File: src/rtl/reorder_buffer.sv
// Reorder buffer: in-order retirement of ALU, store and branch entries with mispredict flush.
// Macro ROB_BYPASS_EN forwards same-cycle writebacks to the operand lookups.
`ifndef ROB_BIT
`define ROB_BIT 3
`endif

module reorder_buffer #(
    parameter int ROB_SIZE_BIT = `ROB_BIT
) (
    input  logic                    clk_in,
    input  logic                    rst_in,
    input  logic                    rdy_in,
    input  logic                    inst_valid,
    input  logic [1:0]              inst_type,
    input  logic [4:0]              inst_rd,
    input  logic                    inst_pred,
    input  logic [31:0]             inst_alt_pc,
    output logic [ROB_SIZE_BIT-1:0] issue_rob_id,
    output logic                    full,
    input  logic                    rs_ready,
    input  logic [ROB_SIZE_BIT-1:0] rs_rob_id,
    input  logic [31:0]             rs_value,
    input  logic                    lsb_ready,
    input  logic [ROB_SIZE_BIT-1:0] lsb_rob_id,
    input  logic [31:0]             lsb_value,
    input  logic [ROB_SIZE_BIT-1:0] qry1_id,
    input  logic [ROB_SIZE_BIT-1:0] qry2_id,
    output logic                    qry1_ready,
    output logic [31:0]             qry1_value,
    output logic                    qry2_ready,
    output logic [31:0]             qry2_value,
    output logic                    commit_valid,
    output logic [4:0]              commit_rd,
    output logic [31:0]             commit_value,
    output logic [ROB_SIZE_BIT-1:0] commit_rob_id,
    output logic                    commit_store,
    output logic                    clear,
    output logic [31:0]             clear_pc
);

    localparam int N = 1 << ROB_SIZE_BIT;

    typedef enum logic [1:0] {
        T_ALU   = 2'd0,
        T_STORE = 2'd1,
        T_BR    = 2'd2
    } kind_t;

    logic [N-1:0]            busy;
    logic [N-1:0]            done;
    logic [N-1:0]            e_pred;
    logic [1:0]              e_type [N];
    logic [4:0]              e_rd   [N];
    logic [31:0]             e_alt  [N];
    logic [31:0]             e_val  [N];
    logic [ROB_SIZE_BIT-1:0] head;
    logic [ROB_SIZE_BIT-1:0] tail;
    logic [ROB_SIZE_BIT:0]   count;

    logic do_issue;
    logic do_commit;
    logic do_flush;
    logic rs_hit;
    logic lsb_hit;

    assign issue_rob_id = tail;
    assign full         = count == {1'b1, {ROB_SIZE_BIT{1'b0}}};

    assign do_issue  = rdy_in && inst_valid && !full;
    assign do_commit = rdy_in && busy[head] && done[head];
    assign do_flush  = do_commit && e_type[head] == T_BR
                       && e_val[head][0] != e_pred[head];
    assign rs_hit    = rs_ready && busy[rs_rob_id] && !done[rs_rob_id];
    assign lsb_hit   = lsb_ready && busy[lsb_rob_id] && !done[lsb_rob_id];

    // Control state and registered retire outputs
    always_ff @(posedge clk_in) begin
        if (rst_in) begin
            busy          <= '0;
            done          <= '0;
            head          <= '0;
            tail          <= '0;
            count         <= '0;
            commit_valid  <= 1'b0;
            commit_rd     <= '0;
            commit_value  <= '0;
            commit_rob_id <= '0;
            commit_store  <= 1'b0;
            clear         <= 1'b0;
            clear_pc      <= '0;
        end else begin
            commit_valid <= 1'b0;
            commit_store <= 1'b0;
            clear        <= 1'b0;
            if (do_flush) begin
                busy     <= '0;
                done     <= '0;
                head     <= '0;
                tail     <= '0;
                count    <= '0;
                clear    <= 1'b1;
                clear_pc <= e_alt[head];
            end else if (rdy_in) begin
                if (do_commit) begin
                    busy[head] <= 1'b0;
                    done[head] <= 1'b0;
                    head       <= head + 1'b1;
                    if (e_type[head] == T_STORE) begin
                        commit_store <= 1'b1;
                    end else if (e_type[head] != T_BR) begin
                        commit_valid  <= 1'b1;
                        commit_rd     <= e_rd[head];
                        commit_value  <= e_val[head];
                        commit_rob_id <= head;
                    end
                end
                if (rs_hit) done[rs_rob_id] <= 1'b1;
                if (lsb_hit) done[lsb_rob_id] <= 1'b1;
                if (do_issue) begin
                    busy[tail] <= 1'b1;
                    done[tail] <= inst_type == T_STORE;
                    tail       <= tail + 1'b1;
                end
                unique case ({do_issue, do_commit})
                    2'b10:   count <= count + 1'b1;
                    2'b01:   count <= count - 1'b1;
                    default: ;
                endcase
            end
        end
    end

    // Entry payload needs no reset: busy/done gate every use of it
    always_ff @(posedge clk_in) begin
        if (!rst_in && rdy_in && !do_flush) begin
            if (do_issue) begin
                e_type[tail] <= inst_type;
                e_rd[tail]   <= inst_rd;
                e_pred[tail] <= inst_pred;
                e_alt[tail]  <= inst_alt_pc;
                e_val[tail]  <= '0;
            end
            if (rs_hit) e_val[rs_rob_id] <= rs_value;
            if (lsb_hit) e_val[lsb_rob_id] <= lsb_value;
        end
    end

    function automatic logic [32:0] lookup(input logic [ROB_SIZE_BIT-1:0] id);
        logic [32:0] r;
        r = '0;
        if (busy[id] && done[id]) r = {1'b1, e_val[id]};
`ifdef ROB_BYPASS_EN
        else if (busy[id] && rs_ready && rs_rob_id == id) r = {1'b1, rs_value};
        else if (busy[id] && lsb_ready && lsb_rob_id == id) r = {1'b1, lsb_value};
`endif
        return r;
    endfunction

    assign {qry1_ready, qry1_value} = lookup(qry1_id);
    assign {qry2_ready, qry2_value} = lookup(qry2_id);

endmodule

File: config.mk
export PLATFORM = sky130hd
export DESIGN_NAME = reorder_buffer
export DESIGN_NICKNAME = d
export VERILOG_FILES = /design/src/rtl/reorder_buffer.sv
export SDC_FILE = /design/constraint.sdc
export NUM_CORES = 1
export LEC_CHECK = 0
export CORE_MARGIN = 4
export CORE_UTILIZATION = 40
export CTS_CLUSTER_SIZE = 8
export DETAILED_ROUTE_END_ITERATION = 6
export RECOVER_POWER = 25
export SLEW_MARGIN = 5
export SYNTH_ARGS = -nofsm -noshare
export SYNTH_HDL_FRONTEND = slang
export SYNTH_SLANG_ARGS = --single-unit
File: constraint.sdc
create_clock -name clk_in -period 6.2 [get_ports clk_in]
set_clock_uncertainty 0.15 [all_clocks]
set_input_delay 0.62 -clock clk_in [delete_from_list [all_inputs] [get_ports clk_in]]
set_output_delay 0.62 -clock clk_in [all_outputs]
set_load 0.005 [all_outputs]
==> results of run 1 <==
final timing paths:
check	startpoint	depth (start not counted)	endpoint	slack (ns)
min reg2reg	commit_value[24]	2	commit_value[24]	0.34
min	rst_in	2	commit_value[31]	0.33
max	flip-flop	9	e_val[3][6]	1.39
max reg2reg	flip-flop	9	e_val[3][6]	1.39
cell usage after synthesis, types with 6 or more instances:
library cell  number  area share (%)
a211oi_1          61             1.3
a211oi_2          12            0.44
a21oi_1           93             1.4
a22oi_1           64             1.4
a32oi_1          118             3.0
buf_1             46            0.50
buf_2             50            0.73
buf_6              8            0.26
clkbuf_1         160             1.7
dfxtp_1          104             6.1
edfxtp_1         576              50
inv_1              9           0.098
mux2_2             9            0.29
mux2i_1          141             4.1
mux4_2           279              18
nand2_1           71            0.78
nand2b_1           9            0.16
nand3_1           82             1.2
nand4_1           44            0.80
nor2_1           354             3.9
nor2b_1           42            0.76
nor3_1            13            0.19
o21ai_0           13            0.19
o31ai_1            8            0.17
xor2_1             6            0.15
metrics by stage:
step                      cell area (µm²)  instances
after floorplan                     34400       2444
after global placement              38000       3640
after detailed placement            38000       3640
after CTS                           40900       3819
after global routing                40900       3820
final                               40900       3828
kinds of logic (layout without fill, tap and decap cells):
kind of cell	count (synthesis)	in the layout	synth area share, %
and+or+nand+nor	650	650	8.55
adders and majority gates	5	5	0.182
AOI/OAI and AO/OA	387	387	8.35
other	0	9	0
buffers and inverters	281	512	3.48
xor gates and xnor gates	11	11	0.280
muxes	430	430	22.8
DFF	680	680	56.4
worst max-delay path: cells and delay by family, from the launching register on:
family          cells  cell delay [ns]
mux                 2             0.49
flops               1             0.48
buf+inv             3             1.91
compound gates      1             0.25
simple gates        3             0.92
area by class of cell:
class | instances | area share [%]
Antenna cell | 9 | 0.0551
Clock buffer | 171 | 6.59
Clock inverter | 8 | 0.425
Inverter | 9 | 0.0826
Multi-Input combinational cell | 1483 | 34.3
Sequential cell | 680 | 47.4
Tap cell | 1144 | 3.50
Timing Repair Buffer | 324 | 7.62
flip-flops by register name, indices dropped and copies added (netlist names), named ones only:
name           count
e_pred             8
clear              1
count              4
e_alt            256
commit_store       1
clear_pc          32
busy               8
done               8
issue_rob_id       3
commit_rob_id      3
head               3
e_type            16
commit_valid       1
commit_rd          5
commit_value      32
e_val            256
e_rd              40
routing by layer:
| metal | GRT usage, % | part of all wire, % |
|---|---|---|
| met4 | 9.91 | 4.1 |
| met5 | 0 | 0.11 |
| met1 | 29.2 | 37 |
| met2 | 39.5 | 49 |
| met3 | 6.42 | 10 |
report_power, final:
group,leakage (nW),total [W],switching (W),internal [W]
combinational,5.12,0.000549,0.000329,0.000220
clock,1.34,0.00496,0.00203,0.00294
sequential,6.24,0.00499,0.0000226,0.00497
==> results.json, run 1 <==
{
  "dieArea_mm2": 0.0906,
  "hold_viol": 0,
  "grt_start_max_net_pins": 227,
  "ir_drop_mv": 0.223,
  "multi_input_area_mm2": 0.0140,
  "tightest_slew_ns": 1.43,
  "worstSetupEndpointType": "flip-flop",
  "h-tree-depth": 3,
  "p_per_area_mw_per_mm2": 257,
  "nFillCells": 7404,
  "total_power_w": 0.0105,
  "cts.path.max_buffers": 3,
  "outcome": "completed",
  "detail-route-antenna-nets": 0,
  "mostFrequentLayoutCell": "edfxtp_1",
  "crit_path_top_delay_cell": "buf_4",
  "slew_headroom_pct": 4.45,
  "leakagePower_nw": 12.7,
  "grt_pass1_wl_um": 160000,
  "syn_avg_cell_area_um2": 14.1,
  "ys_seq_area_share_pct": 56.4,
  "initial_utilization_pct": 40.4,
  "gp_congestion": 0.877,
  "ys.flop_type": "edfxtp_1",
  "drtIter0Drc": 2546,
  "slew_viol_final": 0,
  "cp_slowest_stage_delay_ns": 0.77,
  "synthArstFlopShare_pct": 0,
  "postLayoutCoreUtil_pct": 48.0,
  "io_buffer_count": 266,
  "most-common-layout-cells": "edfxtp_1, nor2_1, mux4_2",
  "clk_pin_slew_worst_paths_ns": 0.05,
  "setup_viol": 0,
  "rsz0062_at_grt": "no",
  "cp_max_fo": 226,
  "pin_count": 267,
  "wirelength_um": 109000,
  "critPathKind": "flip-flop to flip-flop",
  "rows": 107,
  "max_freq_ghz": 0.208,
  "cp_data_arrival_time_ns": 5.04,
  "syn_nets": 2571,
  "post-route-min-period_ns": 4.81,
  "maxCapViolations": 0,
  "cts_tree": "yes",
  "synth_cell_types": 60,
  "viasPerCell": 6.25,
  "dp_slack_ns": 1.48,
  "grt_usage_pct": 23.7,
  "whs_ns": 0.331,
  "die_h_um": 301,
  "tns_ns": 0,
  "drt_pass1_iterations": 6,
  "layout-drive-gt1-share_pct": 19.2,
  "core_area_mm2": 0.0851,
  "via_count": 23900,
  "die_w_um": 301,
  "synth_edf_count": 576,
  "syn-cell-area_mm2": 0.0344,
  "seq_area_mm2": 0.0194,
  "clock_tree.root_cell": "clkbuf_16",
  "ys_warn_count": 0,
  "antenna_found_initial": 21,
  "required_ns": 6.42,
  "grt_pass1_vias": 24600,
  "drcViolationCount": 0,
  "synth_cells": 2444,
  "final_nets": 2720,
  "cp-start-kind": "flip-flop",
  "wire_per_inst_um": 28.4,
  "cp_cell_sequence": "buf_4 > mux4_2 > mux2i_4 > nor2_1 > o2111a_4 > buf_12 > nand2b_4 > buf_4 > nor2_1",
  "postCtsSetupRepairBufs": 0,
  "dp_hpwl_um": 64200,
  "timing.final.ws_setup_ns": 1.39,
  "synth.ff_latch_count": 680,
  "hold_path_class": "input pin to flip-flop",
  "clock_sinks": 680,
  "numCtsBuffers": 95,
  "clkLatencyLatePin_ns": 0.65,
  "final.period_utilization_pct": 77.6,
  "ctsResizeCount": 0,
  "ctsHoldBuffers": 0,
  "area_growth_syn_to_layout_pct": 19.0,
  "grt-ovfl-total": 0
}
(Power assumes the default switching activity.)
==> run 2: changes to the inputs <==
==> constraint.sdc (replaced) <==
create_clock -name clk_in -period 5 [get_ports clk_in]
set_clock_uncertainty 0.15 [all_clocks]
set_input_delay 0.5 -clock clk_in [delete_from_list [all_inputs] [get_ports clk_in]]
set_output_delay 0.5 -clock clk_in [all_outputs]
set_load 0.005 [all_outputs]
==> results.json, run 2 (same netlist as run 1, synthesis figures left out) <==
{
  "violations": "DRC",
  "io_buffer_count": 266,
  "tightest_slew_ns": 1.19,
  "timing.final.ws_setup_ns": 0.992,
  "most-common-layout-cells": "edfxtp_1, nor2_1, mux4_2",
  "power_frac_seq_pct": 47.2,
  "postCtsSetupRepairBufs": 0,
  "final_nets": 2736,
  "layout-drive-gt1-share_pct": 19.7,
  "dieArea_mm2": 0.0906,
  "grt-ovfl-total": 0,
  "initial_utilization_pct": 40.4,
  "ctsResizeCount": 0,
  "p_sw_w": 0.00297,
  "h-tree-depth": 3,
  "cp_max_fo": 33,
  "p_comb_share_pct": 5.3,
  "fin_cells": 3845,
  "clock_tree.root_cell": "clkbuf_16",
  "clock_sinks": 680,
  "via_count": 23900,
  "leakagePower_nw": 12.8,
  "die_h_um": 301,
  "setup_viol": 0,
  "nFillCells": 7362,
  "grt_pass1_vias": 24600,
  "wl_met1_um": 40400,
  "slew_viol_final": 0,
  "clkLatencyLatePin_ns": 0.67,
  "maxCapViolations": 0,
  "rsz0062_at_grt": "no",
  "slew_headroom_pct": 20.7,
  "mostFrequentLayoutCell": "edfxtp_1",
  "grt_start_max_net_pins": 172,
  "viasPerCell": 6.21,
  "worstSetupEndpointType": "primary output",
  "p_per_area_mw_per_mm2": 318,
  "gp_congestion": 0.903,
  "wl_met3_um": 10900,
  "pin_count": 267,
  "whs_ns": 0.233,
  "final.period_utilization_pct": 80.2,
  "cts_tree": "yes",
  "cts.path.max_buffers": 3,
  "critPathKind": "flip-flop to primary output",
  "cp_data_arrival_time_ns": 3.36,
  "drt_pass1_iterations": 7,
  "drtIter0Drc": 2843,
  "clkPwrFrac_pct": 47.5,
  "dp_hpwl_um": 64900,
  "route.met2.wl_um": 54300,
  "grt_pass1_wl_um": 161000,
  "placed_cells": 3655,
  "reg_top3": "e_alt (256), e_val (256), e_rd (40)",
  "hold_path_class": "input pin to flip-flop",
  "required_ns": 4.35,
  "p_int_w": 0.0101,
  "drcViolationCount": 7,
  "outcome": "complete, but fails checks",
  "post-route-min-period_ns": 4.01,
  "core_area_mm2": 0.0851,
  "numCtsBuffers": 96,
  "wirelength_um": 110000,
  "clk_pin_slew_worst_paths_ns": 0.05,
  "ir_drop_mv": 0.329,
  "dp_slack_ns": 1.02,
  "detail-route-antenna-nets": 0,
  "rows": 107,
  "top_layer": "met5",
  "ctsHoldBuffers": 0,
  "cp-start-kind": "flip-flop",
  "grt_usage_pct": 23.9,
  "hold_viol": 0,
  "die_w_um": 301,
  "tns_ns": 0,
  "wire_per_inst_um": 28.6,
  "area_growth_syn_to_layout_pct": 19.7,
  "switching_share_pct": 22.7,
  "max_freq_ghz": 0.250,
  "antenna_found_initial": 21
}
run 2: through the flow:
stage | area (µm²) | power (W) | util, %
2_1_floorplan | 34400 | 0.00667 | -
3_3_place_gp | 38200 | 0.00697 | 44.8
3_5_place_dp | 38200 | 0.00699 | 44.8
4_1_cts | 41100 | 0.0132 | 48.3
5_1_grt | 41100 | 0.0135 | 48.3
6_report | 41100 | 0.0131 | 48.3
run 2: path summary, 6_finish.rpt:
kind                                          to  cells after the start  slack [ns]        start
worst min-delay path            commit_rob_id[1]                      2        0.23       rst_in
worst max-delay path               qry1_value[0]                      5        0.99      done[2]
worst max register to register        e_rd[5][1]                      8        1.04    flip-flop
worst min register to register       clear_pc[7]                      2        0.35  clear_pc[7]
run 2: metal layers:
metal	vias up	track usage (%)
met2	1333	40.5
met4	14	9.33
met5	-	0
met3	299	6.02
li1	10100	-
met1	12100	29.5
run 2: final cells by class:
class                      count  area, µm²  area share (%)
antenna                       10       25.0          0.0609
clock buffer                 170       2680            6.52
clock inverter                10        228           0.554
inverter                       9       33.8          0.0822
multi-input combinational   1483      14000            34.1
sequential                   680      19400            47.2
tap                         1144       1430            3.48
timing repair buffer         339       3300            8.04
run 2: power by group through the flow:
| stage | clock (W) | combinational [W] | sequential (W) |
|---|---|---|---|
| floorplan | 0 | 0.000384 | 0.00629 |
| global placement | 0 | 0.000680 | 0.00629 |
| detailed placement | 0 | 0.000691 | 0.00630 |
| CTS | 0.00634 | 0.000694 | 0.00618 |
| global route | 0.00659 | 0.000731 | 0.00618 |
| finish | 0.00622 | 0.000694 | 0.00619 |
run 2: critical path, cell delays in order, from the launching register on:
cell,delay (ns)
dfxtp_1,0.53
nand2_1,0.14
mux4_2,0.47
mux2_2,0.59
nor2_1,0.38
clkdlybuf4s50_1,0.56
